<file path="config.mk">
export PLATFORM = sky130hd
export DESIGN_NAME = gpio_demux_sched
export DESIGN_NICKNAME = d
export VERILOG_FILES = /design/src/rtl/gpio_demux_sched.sv
export SDC_FILE = /design/constraint.sdc
export NUM_CORES = 1
export LEC_CHECK = 0
export CORE_MARGIN = 2
export CORE_UTILIZATION = 51
export DETAILED_ROUTE_END_ITERATION = 10
export PLACE_DENSITY = 0.83
export SKIP_LAST_GASP = 1
export SYNTH_ARGS = -nofsm -noshare
export SYNTH_HDL_FRONTEND = slang
export SYNTH_SLANG_ARGS = --single-unit
</file>
<file path="constraint.sdc">
create_clock -name clk -period 4.9 [get_ports clk]
set_input_delay 0.98 -clock clk [delete_from_list [all_inputs] [get_ports clk]]
set_output_delay 0.98 -clock clk [all_outputs]
set_load 0.01 [all_outputs]
</file>
<file path="src/rtl/gpio_demux_sched.sv">
// ============================================================================
// gpio_demux_sched: two-requester round-robin arbiter and setup/strobe/hold
// write sequencer for the GPIO output demux. Optional: GPIO_SCHED_READBACK_EN.
// Revision: 1.0
// ============================================================================
`default_nettype none

module gpio_demux_sched #(
  parameter int SETUP_CYCLES = 1,
  parameter int HOLD_CYCLES  = 1
) (
  input  logic       clk,
  input  logic       rst,
  input  logic       req0,
  input  logic       port0,
  input  logic [7:0] data0,
  output logic       ack0,
  input  logic       req1,
  input  logic       port1,
  input  logic [7:0] data1,
  output logic       ack1,
  output logic [7:0] gpio_out,
  output logic       sel,
  output logic       latch_a,
  output logic       latch_b,
  output logic       busy
`ifdef GPIO_SCHED_READBACK_EN
  ,
  output logic [7:0] shadow_a,
  output logic [7:0] shadow_b
`endif
);

  localparam logic [1:0] ST_IDLE   = 2'd0;
  localparam logic [1:0] ST_DRIVE  = 2'd1;
  localparam logic [1:0] ST_STROBE = 2'd2;
  localparam logic [1:0] ST_HOLD   = 2'd3;

  localparam logic [3:0] SETUP_LAST = 4'(SETUP_CYCLES - 1);
  localparam logic [3:0] HOLD_LAST  = (HOLD_CYCLES > 0) ? 4'(HOLD_CYCLES - 1) : 4'd0;

  logic [1:0] state, state_nxt;
  logic [3:0] cnt, cnt_nxt;
  logic       cap_port, cap_port_nxt;
  logic [7:0] cap_data, cap_data_nxt;
  logic       gnt_id, gnt_id_nxt;
  logic       last_grant, last_grant_nxt;
  logic       who;

  logic [7:0] gpio_out_nxt;
  logic       sel_nxt, latch_a_nxt, latch_b_nxt, ack0_nxt, ack1_nxt, busy_nxt;

  always_ff @(posedge clk) begin
    if (rst) begin
      state      <= ST_IDLE;
      cnt        <= 4'd0;
      cap_port   <= 1'b0;
      cap_data   <= 8'h00;
      gnt_id     <= 1'b0;
      last_grant <= 1'b1;
      gpio_out   <= 8'h00;
      sel        <= 1'b0;
      latch_a    <= 1'b0;
      latch_b    <= 1'b0;
      ack0       <= 1'b0;
      ack1       <= 1'b0;
      busy       <= 1'b0;
    end else begin
      state      <= state_nxt;
      cnt        <= cnt_nxt;
      cap_port   <= cap_port_nxt;
      cap_data   <= cap_data_nxt;
      gnt_id     <= gnt_id_nxt;
      last_grant <= last_grant_nxt;
      gpio_out   <= gpio_out_nxt;
      sel        <= sel_nxt;
      latch_a    <= latch_a_nxt;
      latch_b    <= latch_b_nxt;
      ack0       <= ack0_nxt;
      ack1       <= ack1_nxt;
      busy       <= busy_nxt;
    end
  end

  always_comb begin
    state_nxt      = state;
    cnt_nxt        = cnt;
    cap_port_nxt   = cap_port;
    cap_data_nxt   = cap_data;
    gnt_id_nxt     = gnt_id;
    last_grant_nxt = last_grant;
    who            = 1'b0;
    case (state)
      ST_IDLE: begin
        if (req0 || req1) begin
          // On a tie the requester not granted most recently wins.
          who            = (req0 && req1) ? ~last_grant : req1;
          state_nxt      = ST_DRIVE;
          cnt_nxt        = 4'd0;
          cap_port_nxt   = who ? port1 : port0;
          cap_data_nxt   = who ? data1 : data0;
          gnt_id_nxt     = who;
          last_grant_nxt = who;
        end
      end
      ST_DRIVE: begin
        if (cnt == SETUP_LAST) begin
          state_nxt = ST_STROBE;
          cnt_nxt   = 4'd0;
        end else begin
          cnt_nxt = cnt + 4'd1;
        end
      end
      ST_STROBE: begin
        state_nxt = (HOLD_CYCLES > 0) ? ST_HOLD : ST_IDLE;
        cnt_nxt   = 4'd0;
      end
      ST_HOLD: begin
        if (cnt == HOLD_LAST) begin
          state_nxt = ST_IDLE;
          cnt_nxt   = 4'd0;
        end else begin
          cnt_nxt = cnt + 4'd1;
        end
      end
      default: begin
        state_nxt = ST_IDLE;
        cnt_nxt   = 4'd0;
      end
    endcase
  end

  // Outputs are decoded from the next state so they appear registered in step with it.
  always_comb begin
    busy_nxt     = (state_nxt != ST_IDLE);
    gpio_out_nxt = busy_nxt ? cap_data_nxt : 8'h00;
    sel_nxt      = busy_nxt & cap_port_nxt;
    latch_a_nxt  = (state_nxt == ST_STROBE) & ~cap_port_nxt;
    latch_b_nxt  = (state_nxt == ST_STROBE) &  cap_port_nxt;
    ack0_nxt     = (state_nxt == ST_STROBE) & ~gnt_id_nxt;
    ack1_nxt     = (state_nxt == ST_STROBE) &  gnt_id_nxt;
  end

`ifdef GPIO_SCHED_READBACK_EN
  always_ff @(posedge clk) begin
    if (rst) begin
      shadow_a <= 8'h00;
      shadow_b <= 8'h00;
    end else if (state == ST_STROBE) begin
      if (cap_port) shadow_b <= cap_data;
      else          shadow_a <= cap_data;
    end
  end
`endif

endmodule

`default_nettype wire

</file>
After elaboration in Yosys (flattened, before gate mapping)

Index checks and enable logic that the tools add are counted.

Input bits: 22
Word-level logic and storage cells: 52
Register bits after elaboration: 31

Multiplexer cells: 16
$add $sub $neg: 1
Reductions and logical operators: 8
Equality and inequality tests: 5
Bitwise logic cells: 9

Operators by type and width:

| kind                | count |
|---|---|
| $mux 8              | 3 |
| $pmux 4 s3          | 1 |
| $mux 4              | 2 |
| $pmux 2 s4          | 1 |
| $eq 2x2->1 const B  | 3 |
| $mux 1              | 6 |
| $mux 2              | 3 |
| $and 1x1->1         | 5 |
| $add 4x1->4 const B | 1 |
| $logic_not 4->1     | 1 |
| $not 1->1           | 4 |
| $reduce_or 2->1     | 2 |
| $eq 2x1->1 const B  | 1 |
| $logic_not 2->1     | 1 |
| $ne 2x2->1 const B  | 1 |
| $reduce_and 2->1    | 1 |
| $reduce_bool 2->1   | 1 |
| $logic_and 1x1->1   | 1 |
| $logic_or 1x1->1    | 1 |

Depth between registers and ports, before layout

Depth after elaboration: 7
Gate-level depth with buffers: 5

Worst setup path after synthesis

No wires, ideal clock.

Path kind: input-to-reg
From: input rst
To: register gpio_out[1]
Path buffers: 1
Cell stages on the path: 3
Setup time: 0.103 ns
Path slack: 2.918 ns
Data arrival time: 1.878 ns
Cell sequence: clkbuf_1 a211o_4 a2111oi_2

Longest elaborated chain between the ends: 1

Ends and longest elaborated chain:

| what                      | line | RTL |
|---|---|---|
| start: declaration        | 13   | `input logic rst,` |
| $reduce_or 2->1 (no line) | -    |  |
| end signal: assignment    | 75   | `gpio_out <= gpio_out_nxt;` |
| end: declaration          | 22   | `output logic [7:0] gpio_out,` |

Every way passes these cells.
A chain may end at the register's enable or synchronous reset.

Final worst setup path

From: input req0
To: register cap_data[2]

Longest elaborated chain between the ends: 5
Elaborated cells between the ends (all ways): 6
Classes of those cells: mux: 4; reduce/logical: 2

Ends and longest elaborated chain:

| what                   | line | RTL |
|---|---|---|
| start: declaration     | 14   | `input logic req0,` |
| $logic_and 1x1->1      | 97   | `who = (req0 && req1) ? ~last_grant : req1;` |
| $mux 1                 | 97   |  |
| $mux 8                 | 101  | `cap_data_nxt = who ? data1 : data0;` |
| $mux 8 *               | 95   | `if (req0 \|\| req1) begin` |
| $mux 8 *               | 93   | `case (state)` |
| end signal: assignment | 72   | `cap_data <= cap_data_nxt;` |
| end: declaration       | 45   | `logic [7:0] cap_data, cap_data_nxt;` |

Mark *: on every way between the ends. The rest lies on a longest branch, timed or not.

==> impl_metrics.yaml <==
grt:
  grt_max_degree: 20
  via_count_of_the_first_global_routing_pass: 1147
  grt_pass1_wl_um: 5310
  grt_usage_pct: 21.3
  grt.overflow.total: 0
  initial_antenna_violation_count: 0
synth:
  synth-warning-count: 0
  synth-seq-area-share_pct: 44.4
  syn-instance-count: 127
  syn_nets: 151
  mappedNetlistArea_um2: 1400
  number_of_enable_type_register_cells_in_the_synthesized_netlist: 0
  dominant_synthesized_flop_cell: "sky130_fd_sc_hd__dfxtp_1"
  synth.ff_latch_count: 31
  syn-mean-instance-area_um2: 11.0
  post_synth_cell_types: 38
  asyncSetResetFlopFracSynth_pct: 0
clocking:
  cts-buffers-inserted: 5
  tritoncts_num_sinks: 31
  postCtsHoldBufs: 0
  postCtsSetupRepairBufs: 0
  post_cts_resized: 0
  clkTransAtPathRegs_ns: 0.09
  clock_path_buffers: 2
  clk_latency_ns: 0.32
  cts_root_buffer: "sky130_fd_sc_hd__clkbuf_4"
  htree_levels: 2
  cts_tree: "built"
final_layout:
  nets: 185
  insertedDiodeCount: 0
  fin_util_pct: 70.0
  area_growth_pct: 27.4
  postLayoutCellArea_um2: 1780
  fillers: 207
  final_layout_size_suffix_gt1_share_pct: 20.4
worst_setup_path:
  r2r_cells: 3
  crit_slowest_cell: "sky130_fd_sc_hd__nor3_2"
  worstReg2RegStart: "state[1]$_SDFF_PP0_"
  ff2ff_setup_slack_ns: 2.87
  end_kind: "register"
  cp_num_buf_inv: 1
  regToRegEndpoint: "cap_data[2]$_SDFF_PP0_"
  worst_setup_path_type: "in2reg"
  worst_setup_path_endpoint: "cap_data[2]$_SDFF_PP0_"
  cp_cell_sequence: "clkdlybuf4s50_1 > nand2b_1 > nor3_2 > a2111oi_1"
  worst_endpoint_data_arrival_time_ns: 2.88
  crit_required_ns: 5.06
  timing.critical_path.max_delay_family: "simple AND/OR/NAND/NOR gates"
  worstSetupStartpointType: "input port"
  worst_setup_path_startpoint: "req0"
  worst_path_largest_cell_delay_ns: 1.01
  path_max_fanout: 14
  timing.critical_path.depth: 4
sta:
  final.setup_skew_ns: 0.00436
  timing.final.max_slew_violations: 0
  maxClockFrequency_mhz: 367
  grt_setup_unrepaired: "no"
  hold_viol: 0
  timing.slew.headroom_pct: 14.2
  final_min_period_over_clock_period_pct: 55.6
  finalSetupTns_ns: 0
  worst-slew-pin-transition_ns: 1.28
  final-setup-viol-count: 0
  finalWorstPathRequiredPeriod_ns: 2.72
floorplan:
  dieArea_um2: 3180
  core_area_um2: 2540
  top_level_ports: 36
  initial_core_util_pct: 55.0
  floorplan.rows: 18
  die_h_um: 56.4
  dieWidth_um: 56.4
placement:
  port_buffers: 35
  detailed_placement_wirelength_estimate_um: 2210
  finalWeightedCongestion: 0.801
  detailed_place.area_um2: 1730
outcome:
  status: "finished, final reports clean"
detailed_routing:
  routed_wire_length_per_instance_um: 15.5
  drc: 0
  drt_pre_antenna_iters: 4
  vias: 1098
  detail_route.wirelength_um: 2980
  avgViaCountPerCell: 5.72
  ant_nets: 0
  drt_first_iter_violations: 10
worst_hold_path:
  holdCritPathClass: "reg2reg"
run:
  drv.max_cap_violation_count: 0
power:
  p_leak_nw: 0.632
  max-vdd-ir-drop_mv: 0.256
  power_density_nw_per_um2: 332
## cells by family (layout without fill, tap and decap cells)
kind of cell,count (synthesis),count (layout),share of synthesized area [%]
AOI/OAI and AO/OA,34,34,24.5
xor gates and xnor gates,1,1,0.626
adders and majority gates,2,2,1.79
buffers and inverters,19,54,6.89
DFF,31,31,44.4
and+or+nand+nor,40,40,21.8
## worst min-delay path by stage
stage,startpoint,end,cells past startpoint
after detailed placement,gnt_id$_SDFF_PP0_,gnt_id$_SDFF_PP0_,2
after CTS,gnt_id$_SDFF_PP0_,gnt_id$_SDFF_PP0_,2
after global routing,last_grant$_SDFFE_PP1P_,last_grant$_SDFFE_PP1P_,1
after global placement,gnt_id$_SDFF_PP0_,gnt_id$_SDFF_PP0_,2
final,gnt_id$_SDFF_PP0_,gnt_id$_SDFF_PP0_,2
after floorplan,gnt_id$_SDFF_PP0_,ack1$_SDFF_PP0_,2
## Yosys cell counts (2+ instances only)
cell type                   count  area, um2
sky130_fd_sc_hd__dfxtp_1       31        621
sky130_fd_sc_hd__a2111oi_2     13        195
sky130_fd_sc_hd__a21oi_1       11       55.1
sky130_fd_sc_hd__inv_1         11       41.3
sky130_fd_sc_hd__nor3_2         8       80.1
sky130_fd_sc_hd__nor4_1         6       37.5
sky130_fd_sc_hd__nor2_1         5       18.8
sky130_fd_sc_hd__nor3_1         4       20.0
sky130_fd_sc_hd__buf_4          2       15.0
sky130_fd_sc_hd__buf_6          2       22.5
sky130_fd_sc_hd__clkbuf_1       2       7.51
sky130_fd_sc_hd__ha_1           2       25.0
sky130_fd_sc_hd__nand2_1        2       7.51
sky130_fd_sc_hd__nand2b_1       2       12.5
sky130_fd_sc_hd__nor2b_1        2       12.5
sky130_fd_sc_hd__or3b_1         2       17.5
## placed cells by master, fill, tap and decap left out, drive strengths merged, types with 6 or more instances in the layout
cell type and instances:
clkdlybuf4s50 35, inv 11, dfxtp 31, a2111oi 14
a21oi 11, clkbuf 7, nor2 6, nor3 13
nor4 7
## cell type report
| class | count | area, um2 | area share [%] |
|---|---|---|---|
| Multi-Input combinational cell | 77 | 682 | 38.3 |
| Sequential cell | 31 | 621 | 34.8 |
| Timing Repair Buffer | 35 | 350 | 19.7 |
| Clock buffer | 7 | 45.0 | 2.53 |
| Inverter | 11 | 41.3 | 2.32 |
| Tap cell | 30 | 37.5 | 2.11 |
| Clock inverter | 1 | 5.00 | 0.281 |
## where the power goes
| group | switching (mW) | internal, mW | total, mW |
|---|---|---|---|
| registers | 0.0146 | 0.281 | 0.295 |
| logic | 0.0797 | 0.0769 | 0.157 |
| clock network | 0.0844 | 0.0559 | 0.140 |
## sequential cells by signal, summed over array words and instances (netlist names)
| register | count |
|---|---|
| latch_a | 1 |
| cap_port | 1 |
| gpio_out | 8 |
| cnt | 4 |
| ack1 | 1 |
| cap_data | 8 |
| latch_b | 1 |
| ack0 | 1 |
| gnt_id | 1 |
| busy | 1 |
| state | 2 |
| sel | 1 |
| last_grant | 1 |
## worst reg2reg max path, delay by kind of cell, from the launching register on
kind / cells / cell delay [ns]
AO/OA/AOI/OAI: 1 / 0.23
flip-flops: 1 / 0.41
AND/OR/NAND/NOR: 2 / 1.22
## metrics by stage
stage                     total power [mW]  cells  hold slack (ns)  setup WS (ns)
after floorplan                      0.402    127            0.457           2.92
after global placement               0.452    184            0.471           1.94
after detailed placement             0.459    184            0.494           1.84
after CTS                            0.596    192            0.517           2.20
after global routing                 0.627    192            0.553           2.09
final                                0.592    192            0.510           2.18
## routing by layer
| layer | up-vias | GRT usage, % | wire, um |
|---|---|---|---|
| met4 | 0 | 6.46 | 30 |
| met1 | 521 | 25.3 | 1290 |
| met5 | - | 0 | 0 |
| met2 | 31 | 36.6 | 1510 |
| li1 | 543 | - | - |
| met3 | 3 | 6.91 | 146 |
(Power assumes the default switching activity.)
